**src/rtl/top_tdr_creation_tessent_tdr_mux_ctrl_pkg.sv**
```systemverilog
// top_tdr_creation_tessent_tdr_mux_ctrl_pkg: shared constants and helpers for the mux-control TDR
package top_tdr_creation_tessent_tdr_mux_ctrl_pkg;
   localparam int DEFAULT_DATA_WIDTH = 2;
   localparam int DATA_LSB = 0;
   function automatic int sel_bit(input int data_width);
      return data_width;
   endfunction
   function automatic int data_msb(input int data_width);
      return data_width - 1;
   endfunction
   function automatic int cnt_width(input int data_width);
      return $clog2(data_width + 3);
   endfunction
endpackage

```
**src/rtl/top_tdr_creation_tessent_tdr_shift_upd.sv**
```systemverilog
// top_tdr_creation_tessent_tdr_shift_upd: capture/shift register and update stage of the mux-control TDR
module top_tdr_creation_tessent_tdr_shift_upd
   import top_tdr_creation_tessent_tdr_mux_ctrl_pkg::*;
#(
   parameter int DATA_WIDTH = DEFAULT_DATA_WIDTH
) (
   input  logic                  clk,
   input  logic                  rst,
   input  logic                  sel,
   input  logic                  ce,
   input  logic                  se,
   input  logic                  ue,
   input  logic                  si,
   input  logic                  upd_en,
   input  logic [DATA_WIDTH-1:0] observe_data,
   output logic                  so,
   output logic                  upd_sel,
   output logic [DATA_WIDTH-1:0] upd_data
);
   localparam int SEL = sel_bit(DATA_WIDTH);
   localparam int MSB = data_msb(DATA_WIDTH);
   logic [DATA_WIDTH:0]   sr_d, sr_q;
   logic                  upd_sel_d, upd_sel_q;
   logic [DATA_WIDTH-1:0] upd_data_d, upd_data_q;
   logic                  upd_do;
   // capture wins over shift; update always samples the pre-edge register
   always_comb begin
      upd_do     = sel && ue && upd_en;
      sr_d       = !sel ? sr_q : ce ? {upd_sel_q, observe_data} : se ? {si, sr_q[SEL:1]} : sr_q;
      upd_sel_d  = upd_do ? sr_q[SEL] : upd_sel_q;
      upd_data_d = upd_do ? sr_q[MSB:DATA_LSB] : upd_data_q;
   end
   always_ff @(posedge clk or posedge rst) begin
      if (rst) begin
         sr_q       <= '0;
         upd_sel_q  <= 1'b0;
         upd_data_q <= '0;
      end else begin
         sr_q       <= sr_d;
         upd_sel_q  <= upd_sel_d;
         upd_data_q <= upd_data_d;
      end
   end
   assign so       = sr_q[DATA_LSB];
   assign upd_sel  = upd_sel_q;
   assign upd_data = upd_data_q;
endmodule

```
**src/rtl/top_tdr_creation_tessent_tdr_mux_ctrl.sv**
```systemverilog
// top_tdr_creation_tessent_tdr_mux_ctrl: iJTAG TDR driving a downstream data mux select/data.
// Define TDR_LENGTH_CHECK_EN to reject updates whose shift length is not DATA_WIDTH+1.
module top_tdr_creation_tessent_tdr_mux_ctrl
   import top_tdr_creation_tessent_tdr_mux_ctrl_pkg::*;
#(
   parameter int DATA_WIDTH = DEFAULT_DATA_WIDTH
) (
   input  logic                  ijtag_tck,
   input  logic                  ijtag_reset,
   input  logic                  ijtag_sel,
   input  logic                  ijtag_ce,
   input  logic                  ijtag_se,
   input  logic                  ijtag_ue,
   input  logic                  ijtag_si,
   output logic                  ijtag_so,
   input  logic [DATA_WIDTH-1:0] observe_data,
   output logic                  ijtag_select,
   output logic [DATA_WIDTH-1:0] ijtag_data_out,
   output logic                  length_err
);
   logic upd_en;
`ifdef TDR_LENGTH_CHECK_EN
   localparam int CW = cnt_width(DATA_WIDTH);
   localparam logic [CW-1:0] CNT_MAX = CW'(DATA_WIDTH + 2);
   localparam logic [CW-1:0] CNT_OK  = CW'(DATA_WIDTH + 1);
   logic [CW-1:0] cnt_d, cnt_q;
   logic          length_err_d, length_err_q;
   // any update edge restarts the count, accepted or not
   always_comb begin
      upd_en       = cnt_q == CNT_OK;
      cnt_d        = !ijtag_sel ? cnt_q : (ijtag_ue || ijtag_ce) ? '0 :
                     (ijtag_se && cnt_q != CNT_MAX) ? cnt_q + 1'b1 : cnt_q;
      length_err_d = (ijtag_sel && ijtag_ue) ? !upd_en : length_err_q;
   end
   always_ff @(posedge ijtag_tck or posedge ijtag_reset) begin
      if (ijtag_reset) begin
         cnt_q        <= '0;
         length_err_q <= 1'b0;
      end else begin
         cnt_q        <= cnt_d;
         length_err_q <= length_err_d;
      end
   end
   assign length_err = length_err_q;
`else
   assign upd_en     = 1'b1;
   assign length_err = 1'b0;
`endif
   top_tdr_creation_tessent_tdr_shift_upd #(.DATA_WIDTH(DATA_WIDTH)) u_shift_upd (
      .clk         (ijtag_tck),
      .rst         (ijtag_reset),
      .sel         (ijtag_sel),
      .ce          (ijtag_ce),
      .se          (ijtag_se),
      .ue          (ijtag_ue),
      .si          (ijtag_si),
      .upd_en      (upd_en),
      .observe_data(observe_data),
      .so          (ijtag_so),
      .upd_sel     (ijtag_select),
      .upd_data    (ijtag_data_out)
   );
endmodule

```
**config.mk**
```make
export PLATFORM = sky130hd
export DESIGN_NAME = top_tdr_creation_tessent_tdr_mux_ctrl
export DESIGN_NICKNAME = d
export VERILOG_FILES = /design/src/rtl/top_tdr_creation_tessent_tdr_mux_ctrl_pkg.sv /design/src/rtl/top_tdr_creation_tessent_tdr_shift_upd.sv /design/src/rtl/top_tdr_creation_tessent_tdr_mux_ctrl.sv
export SDC_FILE = /design/constraint.sdc
export NUM_CORES = 1
export LEC_CHECK = 0
export BUFFER_PORTS_ARGS = -buffer_cell sky130_fd_sc_hd__buf_4
export CORE_AREA = 2 2 39 41
export CTS_BUF_LIST = sky130_fd_sc_hd__clkbuf_2
export DETAILED_ROUTE_END_ITERATION = 7
export DIE_AREA = 0 0 41 43
export GPL_TIMING_DRIVEN = 1
export RECOVER_POWER = 50
export SYNTH_ARGS = -nofsm -noshare
export SYNTH_HDL_FRONTEND = slang
export SYNTH_SLANG_ARGS = --single-unit
```
**constraint.sdc**
```tcl
create_clock -name ijtag_tck -period 1.53 [get_ports ijtag_tck]
set_input_delay 0.3825 -clock ijtag_tck [delete_from_list [all_inputs] [get_ports ijtag_tck]]
set_output_delay 0.3825 -clock ijtag_tck [all_outputs]
set_load 0.05 [all_outputs]
```
After elaboration in Yosys (flattened, before gate mapping)
Cells that the tools add are included.
{"block": "classes", "addsub": 0, "n_mul": 0, "div_mod_pow": 0, "magnitude_cmp": 0, "n_eq_ne": 0, "shifts": 0, "n_mux": 2, "bitwise": 0, "n_reduce_logical": 3}
{"operator": "$mux 3", "count": 2}
{"operator": "$reduce_and 2->1", "count": 1}
{"operator": "$reduce_bool 2->1", "count": 1}
{"operator": "$logic_and 1x1->1", "count": 1}
{"block": "totals", "reg_bits": 6, "latch_bits": 0, "ramBits": 0, "mem_bits_ro": 0, "inputBits": 9, "memories": 0}

Logic depth before layout (Yosys ltp)
Gate-level depths: netlist (run 1).
{"block": "depth", "ltp_word": 2, "mapped_depth": 3, "depth_no_buf": 3}

By module
Synthesis (run 1) repeated with hierarchy kept, for this count alone.
{"block": "unflattened", "cells_unflattened": 27, "hier_area_um2": 310.3}
{"module": "top_tdr_creation_tessent_tdr_shift_upd", "instances": 1, "cells_per_inst": 24, "area_each_um2": 295.3, "seq_area_each_um2": 150.1}
{"module": "top_tdr_creation_tessent_tdr_mux_ctrl", "instances": 1, "cells_per_inst": 3, "area_each_um2": 15.0, "seq_area_each_um2": 0.0}

Worst setup path after synthesis (run 1)
No wires, ideal clock.
{"block": "synth_path", "path_kind": "register to register", "startpoint": "register, netlist name u_shift_upd.upd_sel", "endpoint": "register u_shift_upd.upd_sel_q, in the netlist u_shift_upd.upd_sel", "arrival_ns": 0.899, "required_ns": 1.402, "setup_slack_ns": 0.503, "path_stages_with_launch": 2, "n_path_buf": 0, "path_cell_list": "dfrtp_1 > mux2_1"}
{"item": "end signal: assignment", "line_no": "top_tdr_creation_tessent_tdr_shift_upd.sv:40", "source": "upd_sel_q <= upd_sel_d;"}
{"item": "end: declaration", "line_no": "top_tdr_creation_tessent_tdr_shift_upd.sv:23", "source": "logic upd_sel_d, upd_sel_q;"}

Worst setup path in the final report (run 1)
{"block": "layout_path", "startpoint": "register u_shift_upd.sr_q[0]", "endpoint": "output ijtag_so"}
{"item": "start: declaration", "line_no": "top_tdr_creation_tessent_tdr_shift_upd.sv:22", "source": "logic [DATA_WIDTH:0] sr_d, sr_q;"}
{"item": "start signal: assignment", "line_no": "top_tdr_creation_tessent_tdr_shift_upd.sv:39", "source": "sr_q <= sr_d;"}
{"item": "end: declaration", "line_no": "top_tdr_creation_tessent_tdr_mux_ctrl.sv:15", "source": "output logic ijtag_so,"}
No word-level cell between the ends.

==> results of run 1 <==
[area by class of cell]
cell class | count | area share, %
Sequential cell | 6 | 37.85
Multi-Input combinational cell | 18 | 29.65
Timing Repair Buffer | 12 | 21.77
Tap cell | 16 | 5.047
Clock buffer | 3 | 3.785
Inverter | 2 | 1.893
[worst max-delay path by stage]
| stage | slack, ns | startpoint | cells after the start | to |
|---|---|---|---|---|
| 2_1_floorplan | 0.50 | u_shift_upd.upd_sel$_DFFE_PP0P_ | 1 | u_shift_upd.upd_sel$_DFFE_PP0P_ |
| 3_3_place_gp | 0.48 | ijtag_sel | 3 | u_shift_upd.upd_data[1]$_DFFE_PP0P_ |
| 3_5_place_dp | 0.47 | ijtag_sel | 3 | u_shift_upd.upd_data[0]$_DFFE_PP0P_ |
| 4_1_cts | 0.33 | u_shift_upd.sr_q[0]$_DFFE_PP0P_ | 1 | ijtag_so |
| 5_1_grt | 0.29 | u_shift_upd.sr_q[0]$_DFFE_PP0P_ | 1 | ijtag_so |
| 6_report | 0.34 | u_shift_upd.sr_q[0]$_DFFE_PP0P_ | 1 | ijtag_so |
[power by group]
group	total, µW	internal [µW]	switching [µW]
clock	106	53.1	52.8
combinational	200	70.1	130
sequential	217	194	23.1
[logic make-up (layout without fill, tap and decap cells)]
group	Yosys count	in the layout	synth area share (%)
other	1	1	1.326
and+or+nand+nor	6	6	12.39
muxes	3	3	11.95
AOI/OAI and AO/OA	8	8	15.93
DFF	6	6	53.10
buffers and inverters	3	17	5.312
[flip-flops by register name, indices dropped and copies added, names as in the netlist]
name / cells
u_shift_upd.upd_sel: 1
u_shift_upd.sr_q: 3
u_shift_upd.upd_data: 2
[routing by layer]
| layer | routed length, µm | global-route usage (%) |
|---|---|---|
| met1 | 271 | 9.967 |
| met2 | 215 | 8.125 |
| met3 | 46 | 4.712 |
| met4 | 8 | 8.000 |
| met5 | 0 | 0 |
[cells in the final DEF, fill, tap and decap left out]
cell	count
clkbuf_1	1
nand2b_1	1
nand2_2	1
inv_1	2
nor2_1	2
nand3b_1	2
buf_4	10
clkbuf_2	3
conb_1	1
mux2_1	3
a21oi_1	3
o21ai_0	2
o21a_1	1
o22ai_1	2
clkbuf_4	1
dfrtp_1	6
[through the flow]
step	area, µm²	util (%)
after CTS	400.4	28.93
after floorplan	282.8	-
final	396.6	28.66
after detailed placement	385.4	27.85
after global routing	396.6	28.66
after global placement	385.4	27.85
==> impl_metrics.toml, run 1 <==
[cts]
clkTransAtPathRegs_ns = 0.06
clk-insertion-delay-late_ns = 0.21
ctsHoldBuffers = 0
htreeDepth = 1
post_cts_buffers = 0
cts_made_buffers = 3
clock_sinks = 6
cts-root-buf = "clkbuf_2"
cts_resized = 0
tritoncts = "built"
clock_path_buffers = 2

[worst_setup_path]
critPathMaxFanout = 3
arrival_ns = 0.80
worst_setup_path_end_kind = "primary output"
start_kind = "register"
rr_startpoint = "u_shift_upd.sr_q[1]$_DFFE_PP0P_"
ff2ff_path_depth = 1
r2r_setup_slack_ns = 0.73
path_buf_inv = 1
path_cells = "buf_4"
crit_path_top_delay_cell = "dfrtp_1"
reg2reg_to = "u_shift_upd.upd_data[1]$_DFFE_PP0P_"
critPathKind = "reg -> out"
max_stage_delay_ns = 0.39
crit_required_ns = 1.15
crit_family = "flip-flops"

[min_path]
hold_class = "in -> async"

[placement]
dp_cells = 54
finalWeightedCongestion = 0.7164
place_ws_ns = 0.4714
hpwl_um = 444.6
port_buffers = 12

[cells_and_area]
finalNonFillerCells = 57
n_fill_cell = 152
areaGrowthSynthToFinish_pct = 40.27
drive_above_1_share_pct = 36.59
layout.nets = 52
num_antenna_cells = 0
multi_input_area_um2 = 117.6
register_area_um2 = 150.1

[power]
total_power_uw = 522.5
p_per_area_nw_per_um2 = 1317
irDropWorstVdd_v = 0.0003912
p_leak_uw = 0.0001788

[drt]
via_per_inst = 4.070
vias = 232
post_drt_wl_per_cell_um = 9.509
drt_wl_total_um = 542
drt-initial-drc-count = 2
dr.pass1.iters = 2
drcViolationCount = 0
antenna_left = 0

[synthesis]
synthesis.area_um2 = 282.8
yosysTopAreaCell = "dfrtp_1"
ys.warnings.count = 0
synth_flop_cell = "dfrtp_1"
yosysSeqAreaShare_pct = 53.10
avgSynthCellArea_um2 = 10.47
synth_area_leaders = "dfrtp_1, mux2_1, a21oi_1"
synth_seq_cells = 6
synth_most_common_cell = "dfrtp_1"
syn-instance-count = 27
ys_async_sr_fraction_pct = 100.0
synth_edf_count = 0
synth_cell_types = 13
ys_top_cells_by_count = "dfrtp_1, a21oi_1, mux2_1"
syn_nets = 36
synth_top_area_share_pct = 53.10

[global_routing]
overflow = 0
antenna_found_initial = 0
grt_max_degree = 8
grt_first_pass_wirelength_um = 834
grt.total_usage_pct = 7.809
grt_pass1_vias = 219

[job]
max_cap_violations = 0

[floorplanning]
die-area_um2 = 1763
core_um2 = 1384
die_h_um = 43
die_w_um = 41
boundaryPins = 14
initial_core_util_pct = 20.43
fp-row-count = 14

[timing]
fin_setup_tns_ns = 0
fmax_mhz = 843.5
min_period_ns = 1.186
setup-violations-final = 0
min_period_over_period_pct = 77.49
fin_ws_ns = 0.3445
rsz0062_at_grt = "false"
drv_slew = 0
hold_violations = 0
skew_ns = 0.0004460
holdWs_ns = 0.08467

[status]
outcome = "complete, no violations"
Power figures use the tool's default switching activity.
==> inputs of run 2 (changes only) <==
Clock period 1.53 ns to 1.03 ns, I/O delays scaled along.
==> impl_metrics.toml, run 2 (synthesized netlist as in run 1, its figures left out) <==
[drt]
drt_wl_total_um = 582
top_layer_used = "met4"
wl_met3_um = 45
wl_met1_um = 297
vias = 247
drt-initial-drc-count = 0
antenna_left = 0
via_per_inst = 4.117
routed-wl-met2_um = 229
dr.pass1.iters = 1
post_drt_wl_per_cell_um = 9.700
drcViolationCount = 0

[cells_and_area]
largest_register_ffs = 3
largest-register = "u_shift_upd.sr_q"
num_antenna_cells = 0
mostFrequentLayoutCells = "buf_4, dfrtp_1, buf_6"
areaGrowthSynthToFinish_pct = 55.75
n_fill_cell = 151
final_common_cell = "buf_4"
finalNonFillerCells = 60
drive_above_1_share_pct = 40.91
layout.nets = 55

[worst_setup_path]
reg2reg_to = "u_shift_upd.upd_data[0]$_DFFE_PP0P_"
path_buf_inv = 1
crit_required_ns = 0.77
critPathMaxFanout = 2
crit_family = "flip-flops"
r2r_setup_slack_ns = 0.10
worst_setup_path_end_kind = "primary output"
rr_startpoint = "u_shift_upd.sr_q[0]$_DFFE_PP0P_"
critPathKind = "reg -> out"
max_stage_delay_ns = 0.40
ff2ff_path_depth = 2
crit_path_top_delay_cell = "dfrtp_1"
arrival_ns = 0.77
path_cells = "buf_6"
start_kind = "register"

[floorplanning]
die-area_um2 = 1763
boundaryPins = 14
die_w_um = 41
core_um2 = 1384
die_h_um = 43
fp-row-count = 14
initial_core_util_pct = 20.43

[job]
max_cap_violations = 0

[min_path]
hold_class = "in -> reg"
worstHoldEndpoint = "u_shift_upd.sr_q[0]$_DFFE_PP0P_"
hold_path.startpoint = "ijtag_sel"
min_path_cells = 2

[status]
violations = "negative setup slack"
outcome = "finished with violations"

[global_routing]
antenna_found_initial = 0
overflow = 0
grt.total_usage_pct = 8.418
grt_first_pass_wirelength_um = 910
grt_max_degree = 8
grt_pass1_vias = 237

[power]
p_per_area_nw_per_um2 = 1903
irDropWorstVdd_v = 0.0005981
p_leak_uw = 0.0002014

[cts]
cts-root-buf = "clkbuf_2"
clock_sinks = 6
htreeDepth = 1
clk-insertion-delay-late_ns = 0.21
clock_path_buffers = 2
clkTransAtPathRegs_ns = 0.06
cts_made_buffers = 3
tritoncts = "built"

[timing]
rsz0062_at_grt = "true"
skew_ns = 0.0004564
hold_violations = 0
fin_ws_ns = -0.0003762
min_period_ns = 1.030
fmax_mhz = 970.5
min_period_over_period_pct = 100.0
drv_slew = 0
setup-violations-final = 1

[placement]
finalWeightedCongestion = 0.7164
hpwl_um = 444.6
place_ws_ns = 0.09637
dp_cells = 54
port_buffers = 12
run 2: power by group:
| group | switching, µW | leakage [µW] | total (µW) | internal [µW] |
|---|---|---|---|---|
| Clock | 78.4 | 0.0000125 | 157 | 78.9 |
| Combinational | 202 | 0.000123 | 354 | 152 |
| Sequential | 39.2 | 0.0000659 | 327 | 288 |
| Total | 319 | 0.000201 | 838 | 519 |
run 2: area by class of cell:
cell class	count	area (µm²)	share of cell area (%)
clock buffer	3	15.01	3.409
inverter	2	7.507	1.705
sequential	6	150.1	34.09
multi-input combinational	18	117.6	26.70
tap	16	20.02	4.545
timing repair buffer	15	130.1	29.55
run 2: worst max-delay path by stage:
stage                                         start                                   to  slack, ns  depth (start not counted)
detailed placement                        ijtag_sel  u_shift_upd.upd_data[0]$_DFFE_PP0P_        0.1                          3
floorplan           u_shift_upd.upd_sel$_DFFE_PP0P_      u_shift_upd.upd_sel$_DFFE_PP0P_      0.003                          1
global route        u_shift_upd.sr_q[0]$_DFFE_PP0P_                             ijtag_so      -0.03                          1
CTS                 u_shift_upd.sr_q[0]$_DFFE_PP0P_                             ijtag_so     -0.008                          1
finish              u_shift_upd.sr_q[0]$_DFFE_PP0P_                             ijtag_so    -0.0004                          1
global placement                          ijtag_sel  u_shift_upd.upd_data[1]$_DFFE_PP0P_       0.10                          3
run 2: repair_timing:
| item | CTS | global route |
|---|---|---|
| setup endpoints to repair | 4 | 4 |
| hold buffers | 1 | 0 |
| gates cloned | 0 | 0 |
| buffers inserted | 2 | 0 |
| hold endpoints to repair | 6 | 0 |
| gates resized for setup | 4 | 0 |
run 2: metrics by stage:
step / total power, µW / hold WS (ns) / setup TNS, ns / utilization (%) / cell area (µm²)
floorplan: 522.8 / 0.04846 / 0 / - / 282.8
global placement: 631.8 / 0.1876 / 0 / 27.85 / 385.4
detailed placement: 629.4 / 0.1928 / 0 / 27.85 / 385.4
CTS: 852.6 / 0.2570 / -0.01209 / 31.83 / 440.4
global route: 886.9 / 0.2680 / -0.07964 / 31.83 / 440.4
finish: 838.2 / 0.2748 / -0.0003762 / 31.83 / 440.4
run 2: layer usage:
metal	GRT usage [%]	up-vias
li1	-	126
met1	10.63	110
met2	9.375	9
met3	4.712	2
met4	8.000	0
met5	0	-
==> inputs of run 3 (changes only) <==
Settings changed: SETUP_SLACK_MARGIN set to 0.1.
==> impl_metrics.toml, run 3 (synthesized netlist as in run 1, its figures left out) <==
[worst_setup_path]
startpoint = "u_shift_upd.upd_data[0]$_DFFE_PP0P_"
max_stage_delay_ns = 0.42
path_buf_inv = 1
arrival_ns = 0.79
crit_family = "flip-flops"
worst_setup_path_end_kind = "primary output"
crit_path_top_delay_cell = "dfrtp_2"
critPathMaxFanout = 2
critPathKind = "reg -> out"
crit_required_ns = 0.77
path_cells = "buf_8"
rr_startpoint = "u_shift_upd.upd_data[0]$_DFFE_PP0P_"
start_kind = "register"

[global_routing]
overflow = 0
grt_first_pass_wirelength_um = 1055
antenna_found_initial = 0
grt.total_usage_pct = 9.192
grt_max_degree = 8
grt_pass1_vias = 253

[floorplanning]
core_um2 = 1384
die-area_um2 = 1763
initial_core_util_pct = 20.43
die_w_um = 41
fp-row-count = 14
boundaryPins = 14
die_h_um = 43

[cells_and_area]
largest-register = "u_shift_upd.sr_q"
mostFrequentLayoutCells = "buf_4, clkbuf_2, dfrtp_2"
largest_register_ffs = 3
num_antenna_cells = 0
final_common_cell = "buf_4"
multi_input_area_um2 = 128.9
fin_util_pct = 35.53
areaGrowthSynthToFinish_pct = 73.89
register_area_um2 = 155.1
drive_above_1_share_pct = 60.42
n_fill_cell = 146
design_area_um2 = 491.7
layout.nets = 58
finalNonFillerCells = 64

[placement]
placed_area_um2 = 401.6
finalWeightedCongestion = 0.7010
dp_cells = 54
port_buffers = 12
hpwl_um = 478.3

[cts]
cts_made_buffers = 3
clk-insertion-delay-late_ns = 0.22
clock_path_buffers = 2
cts-root-buf = "clkbuf_2"
clock_sinks = 6
clkTransAtPathRegs_ns = 0.07
htreeDepth = 1
tritoncts = "built"

[timing]
min_period_over_period_pct = 101.5
fin_ws_ns = -0.01519
hold_violations = 0
rsz0062_at_grt = "true"
setup-violations-final = 3
drv_slew = 0
skew_ns = 0.008959
min_period_ns = 1.045
fmax_mhz = 956.8

[drt]
drt_wl_total_um = 611
post_drt_wl_per_cell_um = 9.547
antenna_left = 0
drcViolationCount = 0
via_per_inst = 4.125
drt-initial-drc-count = 9
vias = 264
dr.pass1.iters = 4

[status]
outcome = "finished with violations"
violations = "negative setup slack"

[min_path]
hold_class = "in -> reg"
hold_path.startpoint = "ijtag_sel"

[power]
p_leak_uw = 0.0002354
total_power_uw = 965.0
irDropWorstVdd_v = 0.0007748
p_per_area_nw_per_um2 = 1962

[job]
max_cap_violations = 0
-- run 3: layout make-up --
class / instances / share of cell area (%)
Tap cell: 16 / 4.071
Timing Repair Buffer: 18 / 32.57
Sequential cell: 6 / 31.55
Multi-Input combinational cell: 18 / 26.21
Inverter: 2 / 1.527
Clock buffer: 4 / 4.071
-- run 3: power by group --
part           total (µW)  internal (µW)  switching [µW]
registers             338            294            43.7
logic                 439            224             215
clock network         188            103            85.1
-- run 3: layer usage --
metal | wire, µm | vias up | share of wire (%) | GRT usage, %
met3 | 41 | 0 | 6.7 | 6.283
met4 | 0 | 0 | 0 | 2.000
li1 | - | 133 | - | -
met1 | 264 | 118 | 43 | 11.48
met2 | 305 | 13 | 50 | 12.81
met5 | 0 | - | 0 | 0
-- run 3: metrics by stage --
step | setup slack, ns | hold WS (ns) | TNS, ns
6_report | -0.01519 | 0.2734 | -0.03811
3_5_place_dp | 0.09741 | 0.1995 | 0
4_1_cts | -0.01880 | 0.2607 | -0.05910
2_1_floorplan | 0.1145 | 0.04819 | 0
3_3_place_gp | 0.1117 | 0.1916 | 0
5_1_grt | -0.05479 | 0.2506 | -0.2144
-- run 3: final timing paths --
path	to	slack (ns)	cells after the start
min in group asynchronous	u_shift_upd.upd_data[1]$_DFFE_PP0P_	0.50	3
max in group asynchronous	u_shift_upd.sr_q[0]$_DFFE_PP0P_	0.31	3
worst min-delay path	u_shift_upd.sr_q[0]$_DFFE_PP0P_	0.27	2
worst min register to register	u_shift_upd.upd_data[1]$_DFFE_PP0P_	0.55	1
worst max register to register	u_shift_upd.upd_data[0]$_DFFE_PP0P_	0.01	3
worst max-delay path	ijtag_data_out[0]	-0.02	1
-- run 3: repair_timing --
item,4_1_cts,5_1_grt
hold endpoints to repair,6,0
buffers inserted,4,1
setup endpoints to repair,4,5
hold buffers,1,0
gates resized for setup,7,0
